**config.mk**
```make
export PLATFORM = sky130hd
export DESIGN_NAME = video_timing_generator
export DESIGN_NICKNAME = d
export VERILOG_FILES = /design/src/rtl/video_timing_generator.sv
export SDC_FILE = /design/constraint.sdc
export NUM_CORES = 1
export LEC_CHECK = 0
export CORE_UTILIZATION = 50
export DETAILED_ROUTE_END_ITERATION = 7
export GPL_TIMING_DRIVEN = 0
export PLACE_DENSITY_LB_ADDON = 0.05
export SETUP_SLACK_MARGIN = 0.3
export SLEW_MARGIN = 0
export SYNTH_ARGS = -nofsm -noshare
export SYNTH_HDL_FRONTEND = slang
export SYNTH_SLANG_ARGS = --single-unit
```
**constraint.sdc**
```tcl
create_clock -name clk -period 4.3 [get_ports clk]
set_input_delay 1.29 -clock clk [delete_from_list [all_inputs] [get_ports clk]]
set_output_delay 1.29 -clock clk [all_outputs]
set_load 0.05 [all_outputs]
```
**src/rtl/video_timing_generator.sv**
```systemverilog
// video_timing_generator
//   Raster timing generator driven by a single pixel clock. Produces hsync,
//   vsync and data-enable, the active-area pixel coordinates and frame/line
//   start strobes. Timing parameters are captured into shadow registers on
//   enable and at frame boundaries (when an update is pending). A stop
//   request lets the current frame finish before the generator goes idle.
//
// Ports
//   clk, reset          pixel clock, synchronous active-high reset
//   ctl_enable          level: 1 = run, 0 = stop at end of current frame
//   ctl_busy            1 while a frame is being generated
//   param_update        pulse: load shadow parameters at the next frame boundary
//   param_pending       1 from the update pulse until the load happens
//   param_h*/param_v*   horizontal timing (pixels) / vertical timing (lines)
//   param_*sync_pol     sync polarity, 1 = active-high
//   out_hsync/vsync/de  registered timing outputs
//   out_x, out_y        active-area coordinates, 0 outside DE
//   out_frame_start     strobe for the output of h=0, v=0
//   out_line_start      strobe for the output of h=0
//
// Build option
//   VIDEO_TIMING_GEN_COORD_EN  when defined, out_x/out_y carry coordinates;
//                              otherwise they are tied to 0.

module video_timing_generator #(
    parameter int unsigned H_COUNTER_WIDTH = 12,
    parameter int unsigned V_COUNTER_WIDTH = 12
) (
    input  logic                       clk,
    input  logic                       reset,
    input  logic                       ctl_enable,
    output logic                       ctl_busy,
    input  logic                       param_update,
    output logic                       param_pending,
    input  logic [H_COUNTER_WIDTH-1:0] param_htotal,
    input  logic [H_COUNTER_WIDTH-1:0] param_hdisp_start,
    input  logic [H_COUNTER_WIDTH-1:0] param_hdisp_end,
    input  logic [H_COUNTER_WIDTH-1:0] param_hsync_start,
    input  logic [H_COUNTER_WIDTH-1:0] param_hsync_end,
    input  logic [V_COUNTER_WIDTH-1:0] param_vtotal,
    input  logic [V_COUNTER_WIDTH-1:0] param_vdisp_start,
    input  logic [V_COUNTER_WIDTH-1:0] param_vdisp_end,
    input  logic [V_COUNTER_WIDTH-1:0] param_vsync_start,
    input  logic [V_COUNTER_WIDTH-1:0] param_vsync_end,
    input  logic                       param_hsync_pol,
    input  logic                       param_vsync_pol,
    output logic                       out_hsync,
    output logic                       out_vsync,
    output logic                       out_de,
    output logic [H_COUNTER_WIDTH-1:0] out_x,
    output logic [V_COUNTER_WIDTH-1:0] out_y,
    output logic                       out_frame_start,
    output logic                       out_line_start
);

    typedef enum logic [1:0] {
        ST_IDLE     = 2'd0,
        ST_RUN      = 2'd1,
        ST_STOPPING = 2'd2
    } state_e;

    typedef struct packed {
        logic [H_COUNTER_WIDTH-1:0] htotal;
        logic [H_COUNTER_WIDTH-1:0] hdisp_start;
        logic [H_COUNTER_WIDTH-1:0] hdisp_end;
        logic [H_COUNTER_WIDTH-1:0] hsync_start;
        logic [H_COUNTER_WIDTH-1:0] hsync_end;
        logic [V_COUNTER_WIDTH-1:0] vtotal;
        logic [V_COUNTER_WIDTH-1:0] vdisp_start;
        logic [V_COUNTER_WIDTH-1:0] vdisp_end;
        logic [V_COUNTER_WIDTH-1:0] vsync_start;
        logic [V_COUNTER_WIDTH-1:0] vsync_end;
        logic                       hpol;
        logic                       vpol;
    } timing_t;

    localparam logic [H_COUNTER_WIDTH-1:0] H_ONE = {{(H_COUNTER_WIDTH-1){1'b0}}, 1'b1};
    localparam logic [V_COUNTER_WIDTH-1:0] V_ONE = {{(V_COUNTER_WIDTH-1){1'b0}}, 1'b1};

    state_e                     state_q, state_d;
    logic [H_COUNTER_WIDTH-1:0] h_q, h_d;
    logic [V_COUNTER_WIDTH-1:0] v_q, v_d;
    logic                       pending_q, pending_d;
    timing_t                    sh_q, sh_d;

    logic hsync_q, vsync_q, de_q, fs_q, ls_q;
    logic hsync_d, vsync_d, de_d, fs_d, ls_d;

    logic busy;
    logic h_last, v_last, frame_last;
    logic hact, vact, hs_raw, vs_raw;
    logic load;

    assign busy = (state_q != ST_IDLE);

    // A total of 0 or 1 pins the counter at 0; the explicit test also keeps
    // total-1 from underflowing.
    assign h_last     = (sh_q.htotal <= H_ONE) || (h_q >= sh_q.htotal - H_ONE);
    assign v_last     = (sh_q.vtotal <= V_ONE) || (v_q >= sh_q.vtotal - V_ONE);
    assign frame_last = h_last && v_last;

    assign hact   = (h_q >= sh_q.hdisp_start) && (h_q < sh_q.hdisp_end);
    assign vact   = (v_q >= sh_q.vdisp_start) && (v_q < sh_q.vdisp_end);
    assign hs_raw = (h_q >= sh_q.hsync_start) && (h_q < sh_q.hsync_end);
    assign vs_raw = (v_q >= sh_q.vsync_start) && (v_q < sh_q.vsync_end);

    // Next state, counters, shadow load and pending flag.
    always_comb begin
        state_d   = state_q;
        h_d       = h_q;
        v_d       = v_q;
        sh_d      = sh_q;
        pending_d = pending_q | param_update;
        load      = 1'b0;

        if (busy) begin
            if (frame_last) begin
                h_d = '0;
                v_d = '0;
            end else if (h_last) begin
                h_d = '0;
                v_d = v_q + V_ONE;
            end else begin
                h_d = h_q + H_ONE;
            end
        end

        case (state_q)
            ST_IDLE: begin
                h_d = '0;
                v_d = '0;
                if (ctl_enable) begin
                    state_d = ST_RUN;
                    load    = 1'b1;
                end
            end
            ST_RUN: begin
                if (!ctl_enable) begin
                    state_d = ST_STOPPING;
                end
                // pending_d already includes an update arriving this cycle
                if (frame_last && pending_d) begin
                    load = 1'b1;
                end
            end
            ST_STOPPING: begin
                if (ctl_enable) begin
                    state_d = ST_RUN;
                end else if (frame_last) begin
                    state_d = ST_IDLE;
                end
            end
            default: state_d = ST_IDLE;
        endcase

        if (load) begin
            sh_d = '{htotal:      param_htotal,
                     hdisp_start: param_hdisp_start,
                     hdisp_end:   param_hdisp_end,
                     hsync_start: param_hsync_start,
                     hsync_end:   param_hsync_end,
                     vtotal:      param_vtotal,
                     vdisp_start: param_vdisp_start,
                     vdisp_end:   param_vdisp_end,
                     vsync_start: param_vsync_start,
                     vsync_end:   param_vsync_end,
                     hpol:        param_hsync_pol,
                     vpol:        param_vsync_pol};
            pending_d = 1'b0;
        end
    end

    // Output stage: one register after the counter state. When idle the
    // syncs rest at the inactive level of the shadow polarity.
    always_comb begin
        hsync_d = ~sh_q.hpol;
        vsync_d = ~sh_q.vpol;
        de_d    = 1'b0;
        fs_d    = 1'b0;
        ls_d    = 1'b0;
        if (busy) begin
            hsync_d = ~(hs_raw ^ sh_q.hpol);
            vsync_d = ~(vs_raw ^ sh_q.vpol);
            de_d    = hact && vact;
            fs_d    = (h_q == '0) && (v_q == '0);
            ls_d    = (h_q == '0);
        end
    end

    always_ff @(posedge clk) begin
        if (reset) begin
            state_q   <= ST_IDLE;
            h_q       <= '0;
            v_q       <= '0;
            pending_q <= 1'b0;
            sh_q      <= '0;
            hsync_q   <= 1'b1;
            vsync_q   <= 1'b1;
            de_q      <= 1'b0;
            fs_q      <= 1'b0;
            ls_q      <= 1'b0;
        end else begin
            state_q   <= state_d;
            h_q       <= h_d;
            v_q       <= v_d;
            pending_q <= pending_d;
            sh_q      <= sh_d;
            hsync_q   <= hsync_d;
            vsync_q   <= vsync_d;
            de_q      <= de_d;
            fs_q      <= fs_d;
            ls_q      <= ls_d;
        end
    end

`ifdef VIDEO_TIMING_GEN_COORD_EN
    logic [H_COUNTER_WIDTH-1:0] x_q, x_d;
    logic [V_COUNTER_WIDTH-1:0] y_q, y_d;

    always_comb begin
        x_d = '0;
        y_d = '0;
        if (de_d) begin
            x_d = h_q - sh_q.hdisp_start;
            y_d = v_q - sh_q.vdisp_start;
        end
    end

    always_ff @(posedge clk) begin
        if (reset) begin
            x_q <= '0;
            y_q <= '0;
        end else begin
            x_q <= x_d;
            y_q <= y_d;
        end
    end

    assign out_x = x_q;
    assign out_y = y_q;
`else
    assign out_x = '0;
    assign out_y = '0;
`endif

    assign ctl_busy        = busy;
    assign param_pending   = pending_q;
    assign out_hsync       = hsync_q;
    assign out_vsync       = vsync_q;
    assign out_de          = de_q;
    assign out_frame_start = fs_q;
    assign out_line_start  = ls_q;

endmodule

```
==> results.toml <==
[min_path]
hold_class = "reg -> reg"

[sta]
slew_viol_final = 0
post-route-period-util = 0.851
fin_skew_ns = 0.00670
rsz0062_at_grt = "false"
whs_ns = 0.494
setup_viol = 0
fin_ws_ns = 0.641
min_period_ns = 3.66
fmax_mhz = 273
max_slew_margin = 0.376
tightest_slew_ns = 0.937
hold_violations = 0
tns_ns = 0

[detailed_routing]
postRouteAntennaNets = 0
drt_iter0_drc = 259
viasPerCell = 5.11
firstDrtPassIters = 5
wl_um = 21200
via_count = 7168
drc_errors = 0
route.detailed.wl_per_inst_um = 15.1

[clock_tree]
postCtsSetupBuffers = 0
clock_path_buffers = 2
cts.hold.buffers_added = 0
path_clk_slew_ns = 0.06
cts_inserted_buffers = 17
clock-root-buffer = "clkbuf_16"
htree_num_levels = 4
cts.sinks = 154
cts_tree = "done"
clkLatencyLatePin_ns = 0.43

[yosys]
synth.distinct_cells = 50
synth-simple-area-share = 0.151
ys_seq_area_frac = 0.341
yosys.area_share.adder = 0.172
synth_area_per_cell_um2 = 9.06
synth_compound_area_frac = 0.0763
synth_top_area_frac = 0.341
synthTopCellsByArea = "dfxtp_1, ha_1, mux2i_1"
synth_top_area_cell = "dfxtp_1"
syn-instance-count = 998
ys.flop_type = "dfxtp_1"
yosysMostFrequentCell = "nor2_1"
yosys-top-cells-count = "nor2_1, dfxtp_1, mux2i_1"
synth_mux_area_frac = 0.138
synth-edff-count = 0
ys_ff_latch = 154
async_flop_share = 0
synth_top_family_by_area = "adder cells"
yosysWarnings = 0
synth-xor-area-share = 0.0388
synth_area_um2 = 9040

[final_layout]
drive_gt1_frac = 0.0620
fin_area_um2 = 11200
fin_cells = 1403
final_core_util = 0.643
seq_area_um2 = 3080
layout.nets = 1421
fillers = 1544
multi_input_area_um2 = 5320
diodes = 0
syn_to_final_growth_pct = 24.4

[power]
power_frac_comb = 0.337
p_per_area_nw_per_um2 = 413
peakVddDrop_v = 0.000309
seq_power_share = 0.369
internal-power_mw = 3.15
pwr-share-clk = 0.294
power.leakage_nw = 5.38
total_power_mw = 4.64
power.switching_fraction = 0.322
switchingPower_mw = 1.49

[critical_path]
cp-end-kind = "flip-flop"
worst_setup_path_start_kind = "flip-flop"
cp.required_ns = 4.60
critical_path_class = "reg -> reg"
worstPathArrival_ns = 3.96
cp_max_fo = 10

[die]
fp.dieArea_um2 = 18600
dieWidth_um = 136
die_y_um = 136
core_um2 = 17500
initial_core_util = 0.517
fp-row-count = 48
top_level_ports = 157

[global_routing]
grt_max_degree = 17
grt_first_pass_wirelength_um = 34500
grt_use_met2 = 0.413
grt.total_usage = 0.241
use_met1 = 0.297
grtUsageMet3 = 0.0470
first_global_vias = 7064
gr-total-overflow = 0
grt_busiest_layer = "met2"
antenna_found_initial = 0

[placed_design]
place_congestion = 0.827
portBuffers = 131
place_hpwl_um = 15800
dp_slack_ns = 0.300
placedInstanceArea_um2 = 10700
dp_cells = 1377

[outcome]
status = "finished clean"

[run]
drv_cap = 0
-- registers in the layout, indices dropped and copies added (netlist names) --
register	flops
v_q	12
out_hsync	1
out_de	1
h_q	12
out_frame_start	1
param_pending	1
state_q	2
sh_q	122
out_line_start	1
out_vsync	1
-- critical path, stage by stage, from the launching register on --
cell,delay (ns)
dfxtp_1,0.37
nor4_2,0.34
nand2b_1,0.17
nor4_2,0.26
xnor2_1,0.16
ha_1,0.28
nand4_1,0.15
a31oi_1,0.07
a2111oi_2,0.47
a41oi_2,0.20
nand2_1,0.22
buf_4,0.33
buf_6,0.22
mux2i_1,0.22
nor2_1,0.05
-- metal layers --
| metal | part of all wire | routed length (um) | vias up |
|---|---|---|---|
| met1 | 0.46 | 9790 | 3267 |
| li1 | - | - | 3726 |
| met4 | 0.023 | 493 | 0 |
| met3 | 0.040 | 837 | 31 |
| met2 | 0.47 | 10000 | 144 |
| met5 | 0 | 0 | - |
-- layout by cell type (no fill, tap or decap), types with 3 or more instances in the layout --
cell type,n
xnor2_1,27
and3_1,4
nand3_1,17
mux2i_1,125
buf_4,25
conb_1,24
nor4_1,11
a31oi_1,6
ha_1,124
nand4_1,18
dfxtp_1,154
nand2b_1,12
nor3_1,20
buf_6,8
o21ai_1,3
o21ai_0,16
nor2_1,172
a21oi_1,23
clkbuf_1,17
a21o_1,24
o21a_1,5
nand2_1,22
nor4b_2,3
buf_2,7
nor2b_1,7
inv_1,98
xor2_1,13
a211oi_1,9
clkdlybuf4s50_1,131
clkbuf_16,17
-- cell families after synthesis --
logic type,after synthesis
AOI/OAI and AO/OA,103
xor gates and xnor gates,40
adders and majority gates,124
buffers and inverters,154
DFF,154
muxes,125
other,1
and+or+nand+nor,297
-- worst paths after layout --
| kind | from | end | slack [ns] | cells past startpoint |
|---|---|---|---|---|
| worst min register to register | sh_q[80] | sh_q[80] | 0.49 | 2 |
| worst max-delay path | sh_q[54] | sh_q[8] | 0.64 | 14 |
| worst min-delay path | sh_q[80] | sh_q[80] | 0.49 | 2 |
| worst max register to register | sh_q[54] | sh_q[8] | 0.64 | 14 |
-- area by class of cell --
cell class | count | area share
Clock inverter | 4 | 0.00423
Multi-Input combinational cell | 713 | 0.473
Inverter | 99 | 0.0330
Buffer | 55 | 0.0328
Timing Repair Buffer | 131 | 0.117
Clock buffer | 22 | 0.0413
Tap cell | 225 | 0.0250
Sequential cell | 154 | 0.274
-- power groups by stage --
stage | sequential (mW) | clock [mW] | combinational [mW]
after floorplan | 1.73 | 0 | 1.17
after global placement | 1.74 | 0 | 1.53
after detailed placement | 1.74 | 0 | 1.55
after CTS | 1.71 | 1.39 | 1.57
after global routing | 1.73 | 1.44 | 1.75
final | 1.71 | 1.36 | 1.57
-- what timing repair did --
action / 4_1_cts / 5_1_grt
gates resized for setup: 1 / 3
endpoints found under the setup margin: 80 / 107
endpoints found under the hold margin: 0 / 0
gates cloned: 0 / 0
(Power assumes the default switching activity.)
